$ cat src/rtl/shadow_wbuf.sv
`default_nettype none
// +--------------------------------------------------------------------------+
// | Module   : shadow_wbuf                                                   |
// | Purpose  : Write buffer that captures CPU writes into shadowed video     |
// |            regions (text, hires, super-hires) and drains them to slow    |
// |            RAM, one entry per 1 MHz drain strobe, in push order.         |
// | Ports    : clk_sys            - system clock (only clock)               |
// |            reset              - synchronous, active-high reset          |
// |            fast_clk           - CPU bus strobe; bank/addr/dout/we valid |
// |            slow_clk           - drain strobe                            |
// |            bank, addr, dout, we - CPU bus                               |
// |            shadow             - inhibit bits (1 = region not shadowed)  |
// |            sr_addr, sr_din, sr_we - slow RAM write port                 |
// |            stall              - FIFO full, CPU must hold off            |
// |            fifo_count         - occupancy 0..DEPTH                      |
// |            overflow           - sticky: a qualifying write was dropped  |
// | Revision : 1.0 - initial release                                         |
// +--------------------------------------------------------------------------+
module shadow_wbuf #(
   parameter int DEPTH = 4
) (
   input  logic        clk_sys,
   input  logic        reset,
   input  logic        fast_clk,
   input  logic        slow_clk,
   input  logic [7:0]  bank,
   input  logic [15:0] addr,
   input  logic [7:0]  dout,
   input  logic        we,
   input  logic [7:0]  shadow,
   output logic [16:0] sr_addr,
   output logic [7:0]  sr_din,
   output logic        sr_we,
   output logic        stall,
   output logic [4:0]  fifo_count,
   output logic        overflow
);

   localparam int AW = (DEPTH > 1) ? $clog2(DEPTH) : 1;

   // Entry layout: {bank[0], addr[15:0], data[7:0]}
   logic [24:0]   mem [DEPTH];
   logic [AW-1:0] rd_ptr;
   logic [AW-1:0] wr_ptr;

   logic in_text1, in_text2, in_hires1, in_hires2, in_shr;
   logic region_ok, qualify;
   logic do_pop, do_push, full;
   logic [4:0] count_next;

   // Region decode; overlapping regions qualify if any enabling bit permits.
   always_comb begin
      in_text1  = (addr >= 16'h0400) && (addr <= 16'h07FF);
      in_text2  = (addr >= 16'h0800) && (addr <= 16'h0BFF);
      in_hires1 = (addr >= 16'h2000) && (addr <= 16'h3FFF);
      in_hires2 = (addr >= 16'h4000) && (addr <= 16'h5FFF);
      in_shr    = bank[0] && (addr >= 16'h2000) && (addr <= 16'h9FFF);
      region_ok = (in_text1  && !shadow[0]) ||
                  (in_text2  && !shadow[5]) ||
                  (in_hires1 && !shadow[1]) ||
                  (in_hires2 && !shadow[2]) ||
                  (in_shr    && !shadow[3]);
      qualify   = fast_clk && we && (bank[7:1] == 7'd0) && region_ok;
   end

   // Pop is evaluated first so a full FIFO can still accept a push when it
   // drains in the same cycle.
   always_comb begin
      full       = (fifo_count == 5'(DEPTH));
      do_pop     = slow_clk && (fifo_count != 5'd0);
      do_push    = qualify && (!full || do_pop);
      count_next = fifo_count + {4'd0, do_push} - {4'd0, do_pop};
   end

   always_ff @(posedge clk_sys) begin
      if (!reset && do_push) begin
         mem[wr_ptr] <= {bank[0], addr, dout};
      end
   end

   always_ff @(posedge clk_sys) begin
      if (reset) begin
         rd_ptr     <= '0;
         wr_ptr     <= '0;
         fifo_count <= 5'd0;
         stall      <= 1'b0;
         sr_we      <= 1'b0;
         sr_addr    <= 17'd0;
         sr_din     <= 8'd0;
         overflow   <= 1'b0;
      end else begin
         fifo_count <= count_next;
         stall      <= (count_next == 5'(DEPTH));
         if (do_push) begin
            wr_ptr <= wr_ptr + AW'(1);
         end
         // Read of mem sees the pre-edge value, so a same-slot push while
         // full does not disturb the entry being popped.
         if (do_pop) begin
            rd_ptr  <= rd_ptr + AW'(1);
            sr_addr <= mem[rd_ptr][24:8];
            sr_din  <= mem[rd_ptr][7:0];
         end
         sr_we <= do_pop;
         if (qualify && !do_push) begin
            overflow <= 1'b1;
         end
      end
   end

endmodule
`default_nettype wire
$ cat config.mk
export PLATFORM = sky130hd
export DESIGN_NAME = shadow_wbuf
export DESIGN_NICKNAME = d
export VERILOG_FILES = /design/src/rtl/shadow_wbuf.sv
export SDC_FILE = /design/constraint.sdc
export NUM_CORES = 1
export LEC_CHECK = 0
export BUFFER_PORTS_ARGS = -buffer_cell sky130_fd_sc_hd__buf_2
export CAP_MARGIN = 20
export CORE_ASPECT_RATIO = 0.75
export CORE_MARGIN = 2
export CORE_UTILIZATION = 35
export DETAILED_ROUTE_END_ITERATION = 10
export GPL_ROUTABILITY_DRIVEN = 0
export PLACE_DENSITY = 0.56
export REMOVE_ABC_BUFFERS = 1
export SETUP_SLACK_MARGIN = 0.15
export SLEW_MARGIN = 20
export SYNTH_ARGS = -nofsm -noshare
export SYNTH_HDL_FRONTEND = slang
export SYNTH_SLANG_ARGS = --single-unit
$ cat constraint.sdc
create_clock -name clk_sys -period 9.4 [get_ports clk_sys]
set_input_delay 0.94 -clock clk_sys [delete_from_list [all_inputs] [get_ports clk_sys]]
set_output_delay 0.94 -clock clk_sys [all_outputs]
set_load 0.02 [all_outputs]
==> tab_implementation.tex, run 1 <==
\begin{tabular}{lr}
\hline
Metric & Value \\
\hline
\multicolumn{2}{l}{\textbf{STA}} \\
\quad Final critical delay including setup and external delays & 3.522 ns \\
\quad Worst clock skew & 0.01112 ns \\
\quad Setup repair after global routing missed its margin & false \\
\quad Worst path setup slack after routing & 5.878 ns \\
\quad Worst-case hold slack & 0.4513 ns \\
\quad Number of setup violations in the final report & 0 \\
\quad Final TNS setup & 0 ns \\
\quad Final clock period utilization by the worst path & 0.3746 \\
\quad Pin slew with the least headroom to its limit & 1.094 ns \\
\quad Remaining max-slew budget at the tightest pin & 0.2707 \\
\quad Achievable frequency & 284.0 MHz \\
\quad Final hold viol count & 0 \\
\quad Max Slew Vio Count & 0 \\
\multicolumn{2}{l}{\textbf{Final layout}} \\
\quad Final layout net count & 467 \\
\quad Number of filler cells placed in the layout & 1,359 \\
\quad Synthesis-to-finish area growth & 24.01\% \\
\quad Layout cells sized above 1 & 0.3388 \\
\quad Count of antenna diodes in the layout & 0 \\
\multicolumn{2}{l}{\textbf{Placement}} \\
\quad Post-Place Setup Slack & 5.471 ns \\
\quad Port Buf Inserts & 74 \\
\quad HPWL after DPL & 6485 µm \\
\multicolumn{2}{l}{\textbf{Routing}} \\
\quad Number of detailed-routing iterations run before antenna repair & 4 \\
\quad Routed length per placed instance & 16.75 µm \\
\quad Vias per Instance & 4.720 \\
\quad Total via count in the routed design & 2,950 \\
\quad 1st-iter DRT viols & 145 \\
\quad Number of antenna-violating nets in the routed design & 0 \\
\quad Total wire length after detailed routing & 10,470 µm \\
\quad Residual DRC & 0 \\
\multicolumn{2}{l}{\textbf{Die}} \\
\quad Width of the die & 145.2 µm \\
\quad Top-Level Pins & 78 \\
\quad Area of the placeable core & 0.01455 mm² \\
\quad Die boundary height & 109.9 µm \\
\quad Die Footprint & 0.01597 mm² \\
\quad Number of rows in the core area & 38 \\
\quad Starting Density & 0.3599 \\
\multicolumn{2}{l}{\textbf{Pwr}} \\
\quad Pint & 1.281 mW \\
\quad Max IR drop VDD & 0.1327 mV \\
\quad Cell leakage power & 2.311 nW \\
\quad Sequential cell fraction of total power & 0.414 \\
\quad Relative contribution of the clock network to total power & 0.393 \\
\quad Power per unit of standard cell area & 270.1 mW/mm² \\
\quad Power share of the combinational group & 0.192 \\
\quad Fraction of power spent switching nets & 0.2699 \\
\quad Total net switching power & 473.5 µW \\
\multicolumn{2}{l}{\textbf{Synthesis}} \\
\quad Synthesized flop and latch total & 137 \\
\quad Post-synthesis cell count & 327 \\
\quad Post-synth ARST share & 0 \\
\quad Mean area per synthesized cell & 16.01 µm² \\
\quad Number of enable flip-flop cells after synthesis & 100 \\
\quad Share of cell area taken by muxes after synthesis & 0.1116 \\
\quad Fraction of the mapped netlist area in adder cells & 0.02533 \\
\quad Main combinational cell family by area after synthesis & multiplexers \\
\quad Warnings, synthesis & 0 \\
\quad Post-synth cell types & 38 \\
\quad Most common cell in the synthesized netlist & sky130\_fd\_sc\_hd\_\_edfxtp\_1 \\
\quad Register area share after synthesis & 0.7149 \\
\quad Netlist area before placement & 0.005236 mm² \\
\quad Post-synthesis share of cell area spent on xor and xnor gates & 0.008363 \\
\quad Fraction of the mapped netlist area in simple logic gates & 0.07551 \\
\quad Top cells by area in the synthesized netlist & sky130\_fd\_sc\_hd\_\_edfxtp\_1, sky130\_fd\_sc\_hd\_\_dfxtp\_1, sky130\_fd\_sc\_hd\_\_mux4\_2 \\
\quad Primary FF master, synth & sky130\_fd\_sc\_hd\_\_edfxtp\_1 \\
\quad Compound-cell area share of the yosys netlist & 0.04683 \\
\quad Most common library cells after synthesis & sky130\_fd\_sc\_hd\_\_edfxtp\_1, sky130\_fd\_sc\_hd\_\_nand2\_1, sky130\_fd\_sc\_hd\_\_dfxtp\_1, sky130\_fd\_sc\_hd\_\_a21oi\_1, sky130\_fd\_sc\_hd\_\_mux4\_2 \\
\quad Yosys top cell by area & sky130\_fd\_sc\_hd\_\_edfxtp\_1 \\
\quad Synth top area share & 0.5735 \\
\multicolumn{2}{l}{\textbf{Clock tree}} \\
\quad Clock tree sinks & 137 \\
\quad CTS H-tree lvls & 4 \\
\quad CTS buffer count & 17 \\
\quad CTS tree & yes \\
\quad Number of buffers on the longest clock path & 2 \\
\quad Number of buffers inserted by hold repair at cts & 0 \\
\quad Root buffer selected by CTS & sky130\_fd\_sc\_hd\_\_clkbuf\_16 \\
\quad Clock-pin transition on the worst setup and hold timing paths & 0.06 ns \\
\quad Post\_cts resized & 0 \\
\quad Setup repair bufs after CTS & 0 \\
\quad Worst-skew pair later-pin latency & 0.41 ns \\
\multicolumn{2}{l}{\textbf{Worst setup path}} \\
\quad Critical R2R Capture & mem[3][22]\$\_DFFE\_PP\_ \\
\quad Type of the worst setup path & in2reg \\
\quad WP data arrival & 3.88 ns \\
\quad Startpoint types & input pin \\
\quad Startpoint of the worst setup timing path & addr[12] \\
\quad Count of cells along the worst register-to-register path & 6 \\
\quad Critical path required time & 9.75 ns \\
\quad R2r setup slk & 6.41 ns \\
\quad Critical Path Sink Type & flop \\
\quad Largest fanout on the critical path & 6 \\
\quad R2R Path Start & fifo\_count[3]\$\_SDFF\_PP0\_ \\
\multicolumn{2}{l}{\textbf{Worst hold path}} \\
\quad Start point of the worst hold path & sr\_addr[16]\$\_SDFFE\_PP0P\_ \\
\quad Count of cells along the worst hold path & 2 \\
\quad Type of the most critical hold path & reg2reg \\
\quad Worst hold endpoint & sr\_addr[16]\$\_SDFFE\_PP0P\_ \\
\multicolumn{2}{l}{\textbf{GRT}} \\
\quad Pin count of the biggest net entering global routing & 43 \\
\quad Number of global-route vias before repair & 3,089 \\
\quad Tot GR Track Use & 0.1403 \\
\quad Antenna violations before repair & 1 \\
\quad Global-route wire length before repair & 16,530 µm \\
\quad Sum of overflow across all layers after global routing & 0 \\
\multicolumn{2}{l}{\textbf{Flow run}} \\
\quad Max-Cap Viols & 0 \\
\multicolumn{2}{l}{\textbf{Run status}} \\
\quad Status & finished clean \\
\hline
\end{tabular}
registers in the layout, summed over array words and instances (netlist names):
register and flops:
fifo_count 5, mem 100, overflow 1, rd_ptr 2, sr_addr 17, sr_din 8
sr_we 1, stall 1, wr_ptr 2
per-layer routing:
metal / GRT usage / part of all wire / vias up
li1: - / - / 1412
met1: 0.1714 / 0.44 / 1463
met2: 0.2332 / 0.49 / 63
met3: 0.04938 / 0.060 / 10
met4: 0.05252 / 0.0089 / 2
met5: 0 / 0.0012 / -
power by group through the flow:
stage,Sequential [mW],Combinational [mW],Clock [mW]
6_report,0.727,0.338,0.690
5_1_grt,0.735,0.373,0.735
4_1_cts,0.729,0.343,0.708
3_5_place_dp,0.742,0.342,0
3_3_place_gp,0.741,0.335,0
2_1_floorplan,0.780,0.187,0
critical path: stages:
cell and delay [ns]:
sky130_fd_sc_hd__buf_2 0.14, sky130_fd_sc_hd__or4b_1 0.61, sky130_fd_sc_hd__and3_1 0.20, sky130_fd_sc_hd__o31ai_1 0.51, sky130_fd_sc_hd__o21ai_1 0.17, sky130_fd_sc_hd__ha_1 0.25, sky130_fd_sc_hd__fa_1 0.40, sky130_fd_sc_hd__a21oi_1 0.15
sky130_fd_sc_hd__o21bai_1 0.09, sky130_fd_sc_hd__xnor2_1 0.20, sky130_fd_sc_hd__and4_1 0.20
layout make-up:
class | count | area, µm² | area share
inverter | 8 | 30.03 | 0.004624
clock inverter | 12 | 173.9 | 0.02678
timing repair buffer | 81 | 422.9 | 0.06513
tap | 200 | 250.2 | 0.03854
sequential | 137 | 3745 | 0.5767
multi-input combinational | 167 | 1425 | 0.2195
clock buffer | 20 | 446.7 | 0.06879
logic make-up after synthesis:
family / Yosys count
xor gates and xnor gates: 5
AOI/OAI and AO/OA: 41
adders and majority gates: 10
DFF: 137
buffers and inverters: 23
and+or+nand+nor: 84
muxes: 27
how the worst max path moves through the flow:
| stage | end | slack [ns] | depth (start not counted) |
|---|---|---|---|
| 2_1_floorplan | mem[1][0]$_DFFE_PP_ | 5.27 | 4 |
| 3_3_place_gp | mem[1][23]$_DFFE_PP_ | 5.57 | 6 |
| 3_5_place_dp | stall$_SDFF_PP0_ | 5.47 | 11 |
| 4_1_cts | stall$_SDFF_PP0_ | 5.91 | 11 |
| 5_1_grt | stall$_SDFF_PP0_ | 5.70 | 11 |
| 6_report | stall$_SDFF_PP0_ | 5.88 | 11 |
through the flow:
| stage | util | power (mW) | instance area [µm²] | std cells |
|---|---|---|---|---|
| 2_1_floorplan | - | 0.9672 | 5175 | 312 |
| 3_3_place_gp | 0.4037 | 1.076 | 5873 | 593 |
| 3_5_place_dp | 0.4037 | 1.083 | 5873 | 593 |
| 4_1_cts | 0.4463 | 1.780 | 6494 | 625 |
| 5_1_grt | 0.4463 | 1.843 | 6494 | 625 |
| 6_report | 0.4463 | 1.754 | 6494 | 625 |
cells in the final DEF (no fill, tap or decap), types with 2 or more instances in the layout:
| cell type | count |
|---|---|
| sky130_fd_sc_hd__edfxtp_1 | 100 |
| sky130_fd_sc_hd__buf_2 | 74 |
| sky130_fd_sc_hd__nand2_1 | 52 |
| sky130_fd_sc_hd__dfxtp_1 | 36 |
| sky130_fd_sc_hd__a21oi_1 | 29 |
| sky130_fd_sc_hd__mux4_2 | 25 |
| sky130_fd_sc_hd__clkbuf_16 | 17 |
| sky130_fd_sc_hd__ha_1 | 9 |
| sky130_fd_sc_hd__inv_1 | 8 |
| sky130_fd_sc_hd__nor2_1 | 8 |
| sky130_fd_sc_hd__buf_4 | 7 |
| sky130_fd_sc_hd__nor3b_2 | 4 |
| sky130_fd_sc_hd__xnor2_1 | 4 |
| sky130_fd_sc_hd__bufinv_16 | 4 |
| sky130_fd_sc_hd__nand2b_1 | 3 |
| sky130_fd_sc_hd__nor3_1 | 3 |
| sky130_fd_sc_hd__and4_1 | 3 |
| sky130_fd_sc_hd__clkinvlp_4 | 3 |
| sky130_fd_sc_hd__a211o_1 | 2 |
| sky130_fd_sc_hd__nand4_1 | 2 |
| sky130_fd_sc_hd__a21o_1 | 2 |
| sky130_fd_sc_hd__nor2b_1 | 2 |
| sky130_fd_sc_hd__clkinv_2 | 2 |
| sky130_fd_sc_hd__clkinv_4 | 2 |
| sky130_fd_sc_hd__clkbuf_1 | 2 |
Power figures use the tool's default switching activity.
==> run 2, diff against run 1 <==
--- a/config.mk
+++ b/config.mk
@@ -5,6 +5,7 @@
 export SDC_FILE = /design/constraint.sdc
 export NUM_CORES = 1
 export LEC_CHECK = 0
+export ABC_AREA = 1
 export BUFFER_PORTS_ARGS = -buffer_cell sky130_fd_sc_hd__buf_2
 export CAP_MARGIN = 20
 export CORE_ASPECT_RATIO = 0.75
==> constraint.sdc (replaced) <==
create_clock -name clk_sys -period 3.5 [get_ports clk_sys]
set_input_delay 0.35 -clock clk_sys [delete_from_list [all_inputs] [get_ports clk_sys]]
set_output_delay 0.35 -clock clk_sys [all_outputs]
set_load 0.02 [all_outputs]
==> run 2 against run 1 <==
First-iteration DRC count is 43% higher. Area after synthesis is 4.4% higher. Die area is 4.3% higher. Utilization is 1.1 points lower. Total power grew to 2.8 times the previous value. Worst setup slack worse by 4.8 ns. Clock skew is 0.0037 ns lower. Critical path type is now reg2reg. Largest power group unchanged. Highest routed layer unchanged.
==> tab_implementation.tex, run 2 <==
\begin{tabular}{lr}
\hline
Metric & Value \\
\hline
\multicolumn{2}{l}{\textbf{Final layout}} \\
\quad Count of antenna diodes in the layout & 0 \\
\quad Final Core Density & 0.4352 \\
\quad Post-Layout Cell Count & 774 \\
\quad Final layout net count & 611 \\
\quad Synthesis-to-finish area growth & 21.61\% \\
\quad Largest registers in the final layout & mem: 100 flops, sr\_addr: 17 flops, sr\_din: 8 flops \\
\quad Number of filler cells placed in the layout & 1,435 \\
\quad Most used cells in the layout excluding fill and tap cells & sky130\_fd\_sc\_hd\_\_nor2\_1, sky130\_fd\_sc\_hd\_\_edfxtp\_1, sky130\_fd\_sc\_hd\_\_buf\_2 \\
\quad Reg with most FFs & mem \\
\quad Leading cell type in the layout, fill and taps excluded & sky130\_fd\_sc\_hd\_\_nor2\_1 \\
\quad Flip-flop count of the largest register after layout & 100 \\
\quad Layout cells sized above 1 & 0.2320 \\
\multicolumn{2}{l}{\textbf{Routing}} \\
\quad Number of antenna-violating nets in the routed design & 0 \\
\quad Routed length per placed instance & 14.76 µm \\
\quad Vias per Instance & 4.618 \\
\quad Total via count in the routed design & 3,574 \\
\quad Number of detailed-routing iterations run before antenna repair & 4 \\
\quad 1st-iter DRT viols & 208 \\
\quad Total wire length after detailed routing & 11,430 µm \\
\quad Residual DRC & 0 \\
\multicolumn{2}{l}{\textbf{Synthesis}} \\
\quad Register area share after synthesis & 0.6848 \\
\quad Top cells by area in the synthesized netlist & sky130\_fd\_sc\_hd\_\_edfxtp\_1, sky130\_fd\_sc\_hd\_\_dfxtp\_1, sky130\_fd\_sc\_hd\_\_nor2\_1 \\
\quad Warnings, synthesis & 0 \\
\quad Post-synthesis cell count & 481 \\
\quad Netlist area before placement & 0.005466 mm² \\
\quad Post-synth ARST share & 0 \\
\quad Primary FF master, synth & sky130\_fd\_sc\_hd\_\_edfxtp\_1 \\
\quad Post-synth cell types & 31 \\
\quad Number of enable flip-flop cells after synthesis & 100 \\
\quad Mean area per synthesized cell & 11.36 µm² \\
\quad Yosys top cell by area & sky130\_fd\_sc\_hd\_\_edfxtp\_1 \\
\quad Synthesized flop and latch total & 137 \\
\quad Most common cell in the synthesized netlist & sky130\_fd\_sc\_hd\_\_nor2\_1 \\
\quad Most common library cells after synthesis & sky130\_fd\_sc\_hd\_\_nor2\_1, sky130\_fd\_sc\_hd\_\_edfxtp\_1, sky130\_fd\_sc\_hd\_\_o21ai\_0, sky130\_fd\_sc\_hd\_\_dfxtp\_1, sky130\_fd\_sc\_hd\_\_o21ai\_1 \\
\quad Synth top area share & 0.5493 \\
\multicolumn{2}{l}{\textbf{GRT}} \\
\quad Met3 usage & 0.04634 \\
\quad Number of global-route vias before repair & 3,462 \\
\quad Antenna violations before repair & 1 \\
\quad Global-route wire length before repair & 18,230 µm \\
\quad Met2 Usage GRT & 0.2336 \\
\quad Met1 global-route usage & 0.1862 \\
\quad Tot GR Track Use & 0.1463 \\
\quad Pin count of the biggest net entering global routing & 52 \\
\quad Sum of overflow across all layers after global routing & 0 \\
\quad Gr busiest metal & met2 \\
\multicolumn{2}{l}{\textbf{Worst setup path}} \\
\quad Critical path required time & 3.83 ns \\
\quad CP Cell Sequence & inv\_1 -> ha\_1 -> nand3\_2 -> nand2\_4 -> nand3\_2 -> inv\_2 -> nor2\_4 -> nand2\_1 -> nand2\_1 -> ha\_1 -> fa\_1 -> xnor2\_1 -> nor2\_1 -> nand3\_1 -> nor3\_1 \\
\quad Startpoint types & flop \\
\quad Critical Path Sink Type & flop \\
\quad Largest incremental delay on the critical path & 0.42 ns \\
\quad WP data arrival & 2.71 ns \\
\quad Largest fanout on the critical path & 5 \\
\quad Slowest library cell on the worst path & sky130\_fd\_sc\_hd\_\_fa\_1 \\
\quad Type of the worst setup path & reg2reg \\
\multicolumn{2}{l}{\textbf{Die}} \\
\quad Top-Level Pins & 78 \\
\quad Die boundary height & 112.2 µm \\
\quad Number of rows in the core area & 39 \\
\quad Area of the placeable core & 0.01527 mm² \\
\quad Die Footprint & 0.01664 mm² \\
\quad Starting Density & 0.3579 \\
\quad Width of the die & 148.3 µm \\
\multicolumn{2}{l}{\textbf{STA}} \\
\quad Final critical delay including setup and external delays & 2.376 ns \\
\quad Final hold viol count & 0 \\
\quad Number of setup violations in the final report & 0 \\
\quad Remaining max-slew budget at the tightest pin & 0.4204 \\
\quad Final TNS setup & 0 ns \\
\quad Worst clock skew & 0.007386 ns \\
\quad Pin slew with the least headroom to its limit & 0.8673 ns \\
\quad Setup repair after global routing missed its margin & false \\
\quad Max Slew Vio Count & 0 \\
\quad Final clock period utilization by the worst path & 0.6789 \\
\quad Achievable frequency & 420.8 MHz \\
\multicolumn{2}{l}{\textbf{Pwr}} \\
\quad Power share of the combinational group & 0.216 \\
\quad Fraction of power spent switching nets & 0.2953 \\
\quad Relative contribution of the clock network to total power & 0.387 \\
\quad Sequential cell fraction of total power & 0.398 \\
\quad Total net switching power & 1.464 mW \\
\quad Cell leakage power & 2.519 nW \\
\quad Power per unit of standard cell area & 745.6 mW/mm² \\
\quad Pint & 3.493 mW \\
\quad Max IR drop VDD & 0.4018 mV \\
\multicolumn{2}{l}{\textbf{Clock tree}} \\
\quad Number of buffers inserted by hold repair at cts & 0 \\
\quad Number of buffers on the longest clock path & 2 \\
\quad Root buffer selected by CTS & sky130\_fd\_sc\_hd\_\_clkbuf\_16 \\
\quad CTS tree & yes \\
\quad Post\_cts resized & 0 \\
\quad CTS buffer count & 17 \\
\quad CTS H-tree lvls & 4 \\
\quad Clock tree sinks & 137 \\
\quad Worst-skew pair later-pin latency & 0.41 ns \\
\quad Setup repair bufs after CTS & 0 \\
\quad Clock-pin transition on the worst setup and hold timing paths & 0.06 ns \\
\multicolumn{2}{l}{\textbf{Worst hold path}} \\
\quad Type of the most critical hold path & in2reg \\
\multicolumn{2}{l}{\textbf{Placement}} \\
\quad Port Buf Inserts & 74 \\
\quad Placed insts & 742 \\
\quad HPWL after DPL & 6579 µm \\
\multicolumn{2}{l}{\textbf{Flow run}} \\
\quad Max-Cap Viols & 0 \\
\multicolumn{2}{l}{\textbf{Run status}} \\
\quad Status & finished clean \\
\hline
\end{tabular}
[run 2: power by group through the flow]
stage                     sequential (mW)  combinational, mW  clock [mW]
after floorplan                      2.16              0.561           0
after global placement               2.00               1.07           0
after detailed placement             2.00               1.08           0
after CTS                            1.97               1.08        1.95
after global routing                 1.99               1.22        2.02
final                                1.97               1.07        1.92
[run 2: final cells by class]
class	instances	area (µm²)	share of cell area
flip-flops and latches	137	3745	0.5633
multi-input cells	289	1471	0.2213
clock buffers	20	436.7	0.06569
repair buffers	81	422.9	0.06362
well taps	205	256.5	0.03858
clock inverters	12	200.2	0.03011
inverters	30	115.1	0.01732
[run 2: path summary, 6_finish.rpt]
check | from | to | slack [ns] | cells past startpoint
hold / removal | dout[5] | mem[2][5]$_DFFE_PP_ | 0.15 | 1
hold reg to reg | overflow$_SDFFE_PP0P_ | overflow$_SDFFE_PP0P_ | 0.45 | 2
setup / recovery | fifo_count[3]$_SDFF_PP0_ | stall$_SDFF_PP0_ | 1.12 | 15
setup reg to reg | fifo_count[3]$_SDFF_PP0_ | stall$_SDFF_PP0_ | 1.12 | 15
[run 2: metrics by stage]
stage          area, µm²  worst slack (ns)  power, mW  hold WS (ns)
3_5_place_dp        6011            0.9906      3.078        0.4467
5_1_grt             6648            0.8782      5.224        0.1323
6_report            6648             1.124      4.957        0.1525
3_3_place_gp        6011             1.034      3.066        0.4425
4_1_cts             6648             1.091      5.007        0.1350
2_1_floorplan       5315             1.144      2.718        0.4191
[run 2: kinds of logic (layout without fill, tap and decap cells)]
logic type | count (synthesis) | after routing | share of synthesized area
AO/OA/AOI/OAI | 110 | 110 | 0.1080
XOR/XNOR | 4 | 4 | 0.006410
adder cells (fa/ha/maj) | 10 | 10 | 0.02426
buffers and inverters | 55 | 143 | 0.04875
flip-flops | 137 | 137 | 0.6848
AND/OR/NAND/NOR | 165 | 165 | 0.1277
[run 2: worst max-delay path: cells and delay by family (launching register included)]
| kind | cells | cell delay (ns) |
|---|---|---|
| flip-flops | 1 | 0.33 |
| buffers and inverters | 2 | 0.18 |
| XOR/XNOR | 1 | 0.15 |
| AND/OR/NAND/NOR | 9 | 0.85 |
| adder cells (fa/ha/maj) | 3 | 0.78 |
[run 2: layer usage]
layer / part of all wire / wire length [µm]
met4: 0.0071 / 81
met5: 0.0011 / 12
met3: 0.056 / 641
met2: 0.48 / 5522
met1: 0.45 / 5167
==> run 3, diff against run 2 <==
==> constraint.sdc (replaced) <==
create_clock -name clk_sys -period 2.45 [get_ports clk_sys]
set_input_delay 0.245 -clock clk_sys [delete_from_list [all_inputs] [get_ports clk_sys]]
set_output_delay 0.245 -clock clk_sys [all_outputs]
set_load 0.02 [all_outputs]
==> run 3 against run 2 <==
Worst setup slack got worse by 0.89 ns. Fmax rose by 7.1%. Total power rose by 42%. Sequential share of layout area fell by 0.97 points. First-iteration DRC count rose by 13%. Via count rose by 4.1%. Critical path depth did not move. Sequential power rose by 44%. Utilization rose by 0.82 points. Final cell count rose by 2.2%. Count of clock-buffer cells in the layout fell by 1.
==> tab_implementation.tex, run 3 (synthesized netlist as in run 2, its figures left out) <==
\begin{tabular}{lr}
\hline
Metric & Value \\
\hline
\multicolumn{2}{l}{\textbf{Placement}} \\
\quad Dpl cell area & 0.006053 mm² \\
\quad HPWL after DPL & 6871 µm \\
\quad Port Buf Inserts & 74 \\
\multicolumn{2}{l}{\textbf{Die}} \\
\quad Width of the die & 148.3 µm \\
\quad Die boundary height & 112.2 µm \\
\quad Top-Level Pins & 78 \\
\quad Number of rows in the core area & 39 \\
\quad Starting Density & 0.3579 \\
\quad Die Footprint & 0.01664 mm² \\
\quad Area of the placeable core & 0.01527 mm² \\
\multicolumn{2}{l}{\textbf{GRT}} \\
\quad Global-route wire length before repair & 19,300 µm \\
\quad Pin count of the biggest net entering global routing & 52 \\
\quad Number of global-route vias before repair & 3,690 \\
\quad Antenna violations before repair & 1 \\
\quad Sum of overflow across all layers after global routing & 0 \\
\quad Tot GR Track Use & 0.1531 \\
\multicolumn{2}{l}{\textbf{STA}} \\
\quad Max Slew Vio Count & 0 \\
\quad Worst clock skew & 0.005584 ns \\
\quad Remaining max-slew budget at the tightest pin & 0.4677 \\
\quad Number of setup violations in the final report & 0 \\
\quad Final hold viol count & 0 \\
\quad Worst-case hold slack & 0.04884 ns \\
\quad Setup repair after global routing missed its margin & true \\
\quad Achievable frequency & 450.6 MHz \\
\quad Final TNS setup & 0 ns \\
\quad Pin slew with the least headroom to its limit & 0.7973 ns \\
\quad Final critical delay including setup and external delays & 2.219 ns \\
\quad Final clock period utilization by the worst path & 0.9058 \\
\multicolumn{2}{l}{\textbf{Worst setup path}} \\
\quad Critical Path Sink Type & flop \\
\quad Slowest library cell on the worst path & sky130\_fd\_sc\_hd\_\_fa\_2 \\
\quad WP data arrival & 2.56 ns \\
\quad Largest incremental delay on the critical path & 0.36 ns \\
\quad CP Cell Sequence & inv\_2 -> ha\_4 -> nand3\_4 -> nand2\_4 -> nand3\_4 -> inv\_4 -> nor2\_4 -> nand2\_1 -> nand2\_1 -> ha\_2 -> fa\_2 -> xnor2\_1 -> nor2\_1 -> nand3\_1 -> nor3\_2 \\
\quad Largest fanout on the critical path & 4 \\
\quad Type of the worst setup path & reg2reg \\
\quad Critical path required time & 2.79 ns \\
\quad Startpoint types & flop \\
\multicolumn{2}{l}{\textbf{Flow run}} \\
\quad Max-Cap Viols & 0 \\
\multicolumn{2}{l}{\textbf{Routing}} \\
\quad 1st-iter DRT viols & 234 \\
\quad Vias per Instance & 4.703 \\
\quad Total via count in the routed design & 3,720 \\
\quad Total wire length after detailed routing & 12,010 µm \\
\quad Number of detailed-routing iterations run before antenna repair & 4 \\
\quad Routed length per placed instance & 15.18 µm \\
\quad Number of antenna-violating nets in the routed design & 0 \\
\quad Residual DRC & 0 \\
\multicolumn{2}{l}{\textbf{Final layout}} \\
\quad Reg with most FFs & mem \\
\quad Synthesis-to-finish area growth & 23.90\% \\
\quad Leading cell type in the layout, fill and taps excluded & sky130\_fd\_sc\_hd\_\_nor2\_1 \\
\quad Layout cells sized above 1 & 0.2752 \\
\quad Most used cells in the layout excluding fill and tap cells & sky130\_fd\_sc\_hd\_\_nor2\_1, sky130\_fd\_sc\_hd\_\_edfxtp\_1, sky130\_fd\_sc\_hd\_\_buf\_2 \\
\quad Flip-flop count of the largest register after layout & 100 \\
\quad Post-route cell area & 0.006773 mm² \\
\quad Final layout net count & 627 \\
\quad Largest registers in the final layout & mem: 100 flops, sr\_addr: 17 flops, sr\_din: 8 flops \\
\multicolumn{2}{l}{\textbf{Clock tree}} \\
\quad CTS H-tree lvls & 4 \\
\quad Number of buffers on the longest clock path & 2 \\
\quad Number of buffers inserted by hold repair at cts & 0 \\
\quad CTS buffer count & 17 \\
\quad Clock-pin transition on the worst setup and hold timing paths & 0.06 ns \\
\quad Root buffer selected by CTS & sky130\_fd\_sc\_hd\_\_clkbuf\_16 \\
\quad Clock tree sinks & 137 \\
\quad CTS tree & yes \\
\quad Worst-skew pair later-pin latency & 0.41 ns \\
\multicolumn{2}{l}{\textbf{Run status}} \\
\quad Status & finished clean \\
\multicolumn{2}{l}{\textbf{Pwr}} \\
\quad Power per unit of standard cell area & 1036 mW/mm² \\
\quad Max IR drop VDD & 0.4848 mV \\
\quad Cell leakage power & 2.576 nW \\
\multicolumn{2}{l}{\textbf{Worst hold path}} \\
\quad Type of the most critical hold path & in2reg \\
\hline
\end{tabular}
## run 3: area by class of cell
type	instances	area, µm²
antenna	1	2.502
fill	1439	8501
multi-input combinational	289	1520
clock inverter	13	127.6
timing repair buffer	97	555.5
inverter	30	117.6
sequential	137	3750
tap	205	256.5
clock buffer	19	442.9
## run 3: worst max-delay path: cells and delay by family, from the launching register on
family / cells / cell delay [ns]
buffers and inverters: 2 / 0.14
adders and majority gates: 3 / 0.68
and+or+nand+nor: 9 / 0.86
xor gates and xnor gates: 1 / 0.13
DFF: 1 / 0.33
## run 3: path summary, 6_finish.rpt
kind	start	to	slack, ns	cells past startpoint
max	fifo_count[3]$_SDFF_PP0_	stall$_SDFF_PP0_	0.23	15
min	addr[5]	mem[3][13]$_DFFE_PP_	0.05	1
max reg2reg	fifo_count[3]$_SDFF_PP0_	stall$_SDFF_PP0_	0.23	15
min reg2reg	overflow$_SDFFE_PP0P_	overflow$_SDFFE_PP0P_	0.46	2
## run 3: timing repair
action | CTS | global route
pin swaps | 11 | 10
hold endpoints to repair | 0 | 0
setup endpoints to repair | 2 | 3
buffers inserted | 8 | 4
resized for setup | 14 | 3
## run 3: per-stage QoR
stage | cells | utilization | total power, mW | setup slack (ns)
3_3_place_gp | 746 | 0.3963 | 4.387 | 0.1022
3_5_place_dp | 746 | 0.3963 | 4.409 | 0.03052
4_1_cts | 786 | 0.4408 | 7.034 | 0.1411
2_1_floorplan | 456 | - | 3.883 | 0.09366
6_report | 791 | 0.4434 | 7.017 | 0.2309
5_1_grt | 790 | 0.4433 | 7.403 | 0.07485
## run 3: metal layers
metal | track usage | vias to the layer above | routed length (µm)
met5 | 0 | - | 13
met1 | 0.1921 | 1763 | 5445
li1 | - | 1857 | -
met2 | 0.2481 | 76 | 5763
met4 | 0.06222 | 2 | 226
met3 | 0.04756 | 22 | 560
## run 3: where the power goes
part | leakage, nW | switching [mW] | internal [mW]
Clock | 0.274 | 0.943 | 1.51
Combinational | 1.10 | 1.09 | 0.639
Sequential | 1.21 | 0.154 | 2.67
Total | 2.58 | 2.19 | 4.83
